### config.mk
export PLATFORM = sky130hd
export DESIGN_NAME = mdu
export DESIGN_NICKNAME = d
export VERILOG_FILES = /design/src/rtl/mdu.sv
export SDC_FILE = /design/constraint.sdc
export NUM_CORES = 2
export LEC_CHECK = 0
export ABC_CLOCK_PERIOD_IN_PS = 17200
export CORE_ASPECT_RATIO = 1.4
export CORE_UTILIZATION = 40
export DETAILED_ROUTE_END_ITERATION = 10
export RECOVER_POWER = 25
export SLEW_MARGIN = 10
export SYNTH_ARGS = -nofsm -noshare
export SYNTH_HDL_FRONTEND = slang
export SYNTH_SLANG_ARGS = --single-unit
export TNS_END_PERCENT = 50
### constraint.sdc
create_clock -name clk -period 17.2 [get_ports clk]
set_input_delay 4.3 -clock clk [delete_from_list [all_inputs] [get_ports clk]]
set_output_delay 4.3 -clock clk [all_outputs]
set_load 0.1 [all_outputs]
### src/rtl/mdu.sv
// -----------------------------------------------------------------------------
// mdu -- multi-cycle multiply/divide unit for the MIPS32 EX stage.
//
// Owns the HI/LO architectural registers. Multiply runs for a fixed MUL_LAT
// cycles; divide is a restoring divider producing one quotient bit per cycle,
// followed by one sign-fix cycle (W+1 busy cycles in total).
//
// Optional feature: define MDU_MADD_EN to enable MADD/MADDU/MSUB/MSUBU
// (op codes 6-9). Without it those codes are ignored like any unknown op.
//
// Handshake: an op is accepted on a rising edge where start=1, busy=0 and
// cancel=0. busy is high from the cycle after acceptance until the HI/LO
// write edge; done pulses for one cycle right after that write edge, and a
// new op may be accepted in that same cycle. cancel drops any in-flight op
// without touching HI/LO. MTHI/MTLO complete at the accept edge (no busy).
//
// Ports:
//   clk     in   clock, rising-edge
//   rst     in   synchronous reset, active-high
//   start   in   op request
//   mdu_op  in   op code (0 MULT,1 MULTU,2 DIV,3 DIVU,4 MTHI,5 MTLO,
//                6 MADD,7 MADDU,8 MSUB,9 MSUBU)
//   op1     in   rs operand
//   op2     in   rt operand
//   cancel  in   abort in-flight op
//   busy    out  op in flight
//   done    out  one-cycle completion pulse for MUL/DIV-class ops
//   hi, lo  out  HI/LO registers
// -----------------------------------------------------------------------------
module mdu #(
    parameter int W       = 32,
    parameter int MUL_LAT = 3
) (
    input  logic         clk,
    input  logic         rst,
    input  logic         start,
    input  logic [3:0]   mdu_op,
    input  logic [W-1:0] op1,
    input  logic [W-1:0] op2,
    input  logic         cancel,
    output logic         busy,
    output logic         done,
    output logic [W-1:0] hi,
    output logic [W-1:0] lo
);

    localparam logic [3:0] OP_MULT  = 4'd0;
    localparam logic [3:0] OP_MULTU = 4'd1;
    localparam logic [3:0] OP_DIV   = 4'd2;
    localparam logic [3:0] OP_DIVU  = 4'd3;
    localparam logic [3:0] OP_MTHI  = 4'd4;
    localparam logic [3:0] OP_MTLO  = 4'd5;
`ifdef MDU_MADD_EN
    localparam logic [3:0] OP_MADD  = 4'd6;
    localparam logic [3:0] OP_MADDU = 4'd7;
    localparam logic [3:0] OP_MSUB  = 4'd8;
    localparam logic [3:0] OP_MSUBU = 4'd9;
`endif

    // Counter must reach W (sign-fix cycle) and MUL_LAT-1.
    localparam int CMAX = (W > MUL_LAT) ? W : MUL_LAT;
    localparam int CW   = $clog2(CMAX + 1);

    typedef enum logic [1:0] {IDLE, MUL, DIV} state_t;

    state_t         state, state_next;
    logic [CW-1:0]  cnt;
    logic [3:0]     op_q;
    logic [W-1:0]   a_q, b_q;
    logic [W-1:0]   rem, quo;

    logic accept;
    logic in_mul, in_div, in_mthi, in_mtlo;
    logic mul_last, div_last, wr_mul, wr_div;

    // ---------------- request decode ----------------
    always_comb begin
        in_mul  = (mdu_op == OP_MULT) || (mdu_op == OP_MULTU);
`ifdef MDU_MADD_EN
        in_mul  = in_mul || (mdu_op == OP_MADD) || (mdu_op == OP_MADDU) ||
                  (mdu_op == OP_MSUB) || (mdu_op == OP_MSUBU);
`endif
        in_div  = (mdu_op == OP_DIV) || (mdu_op == OP_DIVU);
        in_mthi = (mdu_op == OP_MTHI);
        in_mtlo = (mdu_op == OP_MTLO);
    end

    assign busy   = (state != IDLE);
    assign accept = start && !busy && !cancel;

    // ---------------- FSM ----------------
    always_ff @(posedge clk) begin
        if (rst) state <= IDLE;
        else     state <= state_next;
    end

    always_comb begin
        state_next = state;
        mul_last   = 1'b0;
        div_last   = 1'b0;
        case (state)
            IDLE: begin
                if (accept && in_mul)      state_next = MUL;
                else if (accept && in_div) state_next = DIV;
            end
            MUL: begin
                if (cnt == CW'(MUL_LAT - 1)) begin
                    mul_last   = 1'b1;
                    state_next = IDLE;
                end
            end
            DIV: begin
                if (cnt == CW'(W)) begin
                    div_last   = 1'b1;
                    state_next = IDLE;
                end
            end
            default: state_next = IDLE;
        endcase
        if (cancel) state_next = IDLE;
    end

    // A cancel on the write edge suppresses the write.
    assign wr_mul = mul_last && !cancel;
    assign wr_div = div_last && !cancel;

    // ---------------- latched-op decode ----------------
    logic q_mul_signed, q_acc, q_sub, q_div_signed;
    always_comb begin
        q_mul_signed = (op_q == OP_MULT);
        q_acc        = 1'b0;
        q_sub        = 1'b0;
`ifdef MDU_MADD_EN
        q_mul_signed = q_mul_signed || (op_q == OP_MADD) || (op_q == OP_MSUB);
        q_acc        = (op_q == OP_MADD) || (op_q == OP_MADDU);
        q_sub        = (op_q == OP_MSUB) || (op_q == OP_MSUBU);
`endif
        q_div_signed = (op_q == OP_DIV);
    end

    // ---------------- multiply / accumulate ----------------
    // Operands are extended to 2W so a plain multiply gives the correct
    // product modulo 2^(2W) for both signed and unsigned forms.
    logic [2*W-1:0] ext_a, ext_b, prod;
    logic [2*W:0]   hilo_ext, acc;
    always_comb begin
        ext_a    = q_mul_signed ? {{W{a_q[W-1]}}, a_q} : {{W{1'b0}}, a_q};
        ext_b    = q_mul_signed ? {{W{b_q[W-1]}}, b_q} : {{W{1'b0}}, b_q};
        prod     = ext_a * ext_b;
        hilo_ext = {1'b0, hi, lo};
        if (q_sub)      acc = hilo_ext - {1'b0, prod};
        else if (q_acc) acc = hilo_ext + {1'b0, prod};
        else            acc = {1'b0, prod};
    end

    // ---------------- divide ----------------
    logic [W-1:0] b_abs, q_fix, r_fix;
    logic [W:0]   shifted;
    logic [W+1:0] trial;
    logic         q_neg, r_neg;
    always_comb begin
        b_abs   = (q_div_signed && b_q[W-1]) ? (~b_q + 1'b1) : b_q;
        shifted = {rem, quo[W-1]};
        // One extra bit so the borrow is visible even when shifted >= 2^W.
        trial   = {1'b0, shifted} - {2'b00, b_abs};
        q_neg   = q_div_signed && (a_q[W-1] ^ b_q[W-1]);
        r_neg   = q_div_signed && a_q[W-1];
        q_fix   = q_neg ? (~quo + 1'b1) : quo;
        r_fix   = r_neg ? (~rem + 1'b1) : rem;
    end

    // ---------------- datapath registers ----------------
    always_ff @(posedge clk) begin
        if (rst) begin
            hi   <= '0;
            lo   <= '0;
            done <= 1'b0;
            cnt  <= '0;
            op_q <= '0;
            a_q  <= '0;
            b_q  <= '0;
            rem  <= '0;
            quo  <= '0;
        end else begin
            done <= wr_mul || wr_div;

            if (state == IDLE || state_next == IDLE) cnt <= '0;
            else                                      cnt <= cnt + 1'b1;

            if (accept) begin
                op_q <= mdu_op;
                a_q  <= op1;
                b_q  <= op2;
                if (in_mthi) hi <= op1;
                if (in_mtlo) lo <= op1;
                if (in_div) begin
                    rem <= '0;
                    quo <= ((mdu_op == OP_DIV) && op1[W-1]) ? (~op1 + 1'b1) : op1;
                end
            end

            // Restoring iteration: magnitudes only, signs applied at the end.
            if (state == DIV && cnt < CW'(W)) begin
                if (!trial[W+1]) begin
                    rem <= trial[W-1:0];
                    quo <= {quo[W-2:0], 1'b1};
                end else begin
                    rem <= shifted[W-1:0];
                    quo <= {quo[W-2:0], 1'b0};
                end
            end

            if (wr_mul) {hi, lo} <= acc[2*W-1:0];

            if (wr_div) begin
                if (b_q == '0) begin
                    lo <= '1;
                    hi <= a_q;
                end else begin
                    lo <= q_fix;
                    hi <= r_fix;
                end
            end
        end
    end

endmodule
* Word level (Yosys, flattened, before mapping) *
Index checks and enable logic that the tools add are counted.

operators by class
  multipliers = 1
  mux-type cells = 34
  bitwise logic cells = 5
  reduce and logical (&&, ||, !) cells = 32
  equal/unequal tests = 10
  $add $sub $neg = 6
  $lt $le $gt $ge = 1

operators by type and width
  cell                   number
  $mux 32                21
  $add 32x1->32 const B  4
  $mux 64                2
  $not 32->32            4
  $mul 64x64->64         1
  $sub 33x32->34         1
  $logic_not 32->1       1
  $eq 4x2->1 const B     3
  $logic_and 1x1->1      11
  $mux 2                 5
  $reduce_bool 3->1      3
  $eq 4x3->1 const B     2
  $logic_not 4->1        2
  $add 6x1->6 const B    1
  $eq 6x2->1 const B     1
  $eq 6x6->1 const B     1
  $lt 6x6->1 const B     1
  $pmux 2 s3             1
  $reduce_and 2->1       3
  $reduce_bool 2->1      3
  $mux 1                 5
  $eq 4x1->1 const B     1
  $logic_not 2->1        2
  $logic_or 1x1->1       4
  other kinds (5)        6

storage, ports and cells
  logic and storage cells = 99
  output and inout port bits = 66
  register bits after elaboration = 205

* Depth between registers and ports, before layout *
  depth after elaboration = 12
  mapped depth = 37

* Least setup slack after synthesis *
OpenSTA, ideal clock, no wires.

  path kind = flip-flop to flip-flop
  start = register op_q[1]
  end = register hi[31]
  setup slack = 7433 ps
  stages on the path, launching flop included = 32
  arrival = 9663 ps
  clock period less this slack = 9767 ps
  cell sequence = dfxtp_1 clkbuf_1 nor4_1 and2_0 clkbuf_1 clkbuf_1 nand2_1 fa_1 inv_1 fa_1 fa_1 inv_1 fa_1 inv_1 fa_1 fa_1 fa_1 fa_1 fa_1 inv_1 fa_1 inv_1 ha_1 clkbuf_1 a21o_1 a21o_1 a21oi_1 o21ai_0 a21o_1 a31o_2 xnor2_1 a2111oi_2

on the way
  cells in the longest elaborated chain, start to end = 5
  elaborated cells between the ends (all ways) = 10
  classes of those cells = mul: 1; eq/ne: 1; mux: 6; reduce/logical: 2

RTL lines
  what                                                  RTL line  source
  start, declared                                       68        logic [3:0] op_q;
  start signal, assigned                                191       op_q <= mdu_op;
  $logic_not 4->1 / $eq 4x2->1 (equally long branches)  130, 138
  $mux 64 (tied with other cells)                       147       ext_a = q_mul_signed ? {{W{a_q[W-1]}}, a_q} : {{W{1'b0}}, a_q};
  $mul 64x64->64 / $mux 32 (equally long branches)      149, 169
  $mux 32, on equally long branches                     213, 216
  $mux 32 *                                             215       if (wr_div) begin
  end signal, assigned                                  213       if (wr_mul) {hi, lo} <= acc[2*W-1:0];
  end signal, assigned                                  218       hi <= a_q;
  end signal, assigned                                  221       hi <= r_fix;
  end, declared                                         43        output logic [W-1:0] hi,

Every way passes the cells marked *; elsewhere a longest branch is shown, timed or not.
A chain may end at the register's enable or synchronous reset.

* Worst setup path after layout *
  start = register op_q[1]
  end = register hi[30]

Same word-level chain as after synthesis.

==> out/metrics.yaml <==
placed_design:
  placed_cells: 8670
  place.gp.congestion: 1.07
  numPortBuffers: 137
  hpwl_um: 186000
die:
  core_um2: 150000
  chipHeight_um: 462
  core.rowCount: 168
  die_area_um2: 153000
  boundaryPins: 138
  die_w_um: 330
  initial_core_util_pct: 40.3
cells_and_area:
  mostFrequentLayoutCell: "inv_1"
  drive_gt1_share_pct: 3.27
  fill_cells: 15000
  layout_common_cells: "inv_1 (1547), fa_1 (1420), nand2_1 (1025)"
  stdcell_count: 8732
  area_delta_synth_final_pct: 7.04
  fin_nets: 8584
worst_setup_path:
  rrSetupSlack_ns: 6.30
  required_ns: 17.66
  start_kind: "flop"
  r2r-end: "hi[30]"
  slowest_stage: "fa_1"
  critPathKind: "flop to flop"
  critPathMostFrequentCell: "fa_1"
  slowest_delay_ns: 0.90
  rr_worst_depth: 31
  critPathCaptureType: "flop"
  reg2reg_from: "op_q[1]"
  cp_max_fo: 27
  cp.arrival_ns: 11.36
grt:
  grt_first_pass_wirelength_um: 349000
  grt_max_degree: 89
  grt_usage_pct: 32.0
  overflow: 0
  antenna_found_initial: 30
  grt_pass1_vias: 52500
clock_network:
  cts_setup_buffers: 0
  clkSlewWorstSetupHoldPaths_ns: 0.08
  clk_path_buf_depth: 3
  cts_tree: "done"
  worstSkewPairLatency_ns: 0.61
  holdBufCountCts: 0
  clock_sinks: 205
  cts_resized: 0
  cts_max_level: 1
  numCtsBuffers: 27
  ctsRootBufferMaster: "clkbuf_16"
drt:
  vias: 49100
  antenna_left: 0
  routed_wl_um: 240000
  viasPerCell: 5.62
  dr.pass1.iters: 8
  drc: 0
  routedWlPerCell_um: 27.5
  drt-initial-drc-count: 4228
sta:
  fmax_mhz: 91.7
  setup_viol: 0
  maxSlewViolCount: 117
  finalCritPeriodShare_pct: 63.4
  rsz0062_at_grt: "no"
  hold_viol_final: 0
  skew_ns: 0.0206
  max_slew_margin_pct: -165
  worst_slew_pin_slew_ns: 3.97
  final.setup.tns_ns: 0
  fin_crit_ns: 10.90
synthesis:
  ys_seq_area_share_pct: 6.79
  ys_types: 75
  synth_edf_count: 0
  synth_top_area_cell: "fa_1"
  yosysWarnings: 0
  ys_ff_latch: 205
  yosys-top-cells-area: "fa_1 (47%), inv_1 (9.6%), ha_1 (7.2%)"
  async_flop_share_pct: 0
  syn_inst: 6877
  synth_top_area_share_pct: 47.1
  synthFlopType: "dfxtp_1"
  syn_area_um2: 60400
  synth_area_per_cell_um2: 8.78
  syn_nets: 8717
flow_run:
  drv_cap: 2
power:
  p_leak_nw: 31.8
  max-vdd-ir-drop_mv: 0.0823
  power_density_nw_per_um2: 35.0
hold_path:
  hold_end: "b_q[27]"
  hold_start: "b_q[27]"
  hold_class: "flop to flop"
  min_path_cells: 2
outcome:
  violations: "max-capacitance violations, max-slew violations"
  status: "finished with violations"
-- how the worst max path moves through the flow --
stage	start	end	slack [ns]	cells past startpoint
6_report	op_q[1]	hi[30]	6.30	31
3_3_place_gp	op_q[1]	hi[30]	6.51	31
5_1_grt	op_q[1]	hi[30]	5.78	31
3_5_place_dp	op_q[1]	hi[30]	6.45	31
4_1_cts	op_q[1]	hi[30]	6.37	31
2_1_floorplan	op_q[1]	hi[31]	7.43	31
-- per-stage QoR --
step	hold slack, ns	utilization [%]	area [um^2]	total power [mW]	setup slack [ns]
2_1_floorplan	0.430	-	60400	1.16	7.43
5_1_grt	0.473	43.1	64600	2.37	5.78
4_1_cts	0.454	43.1	64600	2.25	6.37
6_report	0.453	43.1	64700	2.26	6.30
3_5_place_dp	0.447	42.5	63600	1.58	6.45
3_3_place_gp	0.442	42.5	63600	1.57	6.51
-- where the power goes --
part           switching, mW  internal, mW
sequential            0.0188         0.485
clock                  0.270         0.398
combinational          0.744         0.348
total                   1.03          1.23
-- area by class of cell --
cell class	instances	area (um^2)	share of cell area (%)
Multi-Input combinational cell	4711	49000	75.8
Inverter	1547	5810	8.98
Sequential cell	205	4130	6.39
Tap cell	1955	2450	3.78
Timing Repair Buffer	252	2230	3.45
Clock buffer	34	742	1.15
Clock inverter	16	263	0.406
Antenna cell	12	30.0	0.0464
-- Yosys cell counts (9+ instances only) --
cell type,number
o41ai_1,13
inv_1,1547
xnor2_1,162
dfxtp_1,205
a31oi_1,19
nand4_1,20
a21oi_1,295
ha_1,348
o221ai_1,18
a21o_1,53
a22o_1,18
and2_1,401
nor2b_1,12
or4_1,14
a211oi_1,22
clkbuf_1,367
a2111oi_0,12
nor2_1,183
or3_1,22
o21ai_0,137
nand2_1,1026
a22oi_1,30
and3_1,43
nor3_1,47
o21ai_1,9
o211ai_1,32
a31o_2,10
a221oi_1,14
o21a_1,12
fa_1,1420
a32oi_1,10
o31ai_1,23
nor4_1,17
xor2_1,92
o21bai_1,12
nand2b_1,15
nand3_1,41
mux2i_1,12
buf_1,45
-- critical path, delay by kind of cell, from the launching register on --
kind                     cells  cell delay [ns]
AND/OR/NAND/NOR              5             1.01
adder cells (fa/ha/maj)     11             5.94
buffers and inverters        7             1.42
AO/OA/AOI/OAI                8             1.92
flip-flops                   1             0.40
-- cells by family after synthesis --
| group | count (synthesis) | synth area share (%) |
|---|---|---|
| AOI/OAI and AO/OA | 801 | 8.47 |
| buffers and inverters | 1961 | 12.2 |
| xor gates and xnor gates | 254 | 3.68 |
| adders and majority gates | 1771 | 54.3 |
| muxes | 14 | 0.236 |
| DFF | 205 | 6.79 |
| and+or+nand+nor | 1871 | 14.3 |
-- state kept, by name (all words and copies together), names as in the netlist --
| signal | flops |
|---|---|
| cnt | 6 |
| hi | 32 |
| quo | 32 |
| state | 2 |
| done | 1 |
| b_q | 32 |
| lo | 32 |
| a_q | 32 |
| op_q | 4 |
| rem | 32 |
-- layer usage --
metal	GRT usage [%]	vias up	share of wire, %	wire length [um]
met5	0	-	0.026	62
met4	28.7	10	11	27000
met3	5.44	956	7.5	18000
met2	53.9	2506	48	116000
met1	34.5	25200	33	79400
li1	-	20400	-	-
Power figures use the tool's default switching activity.
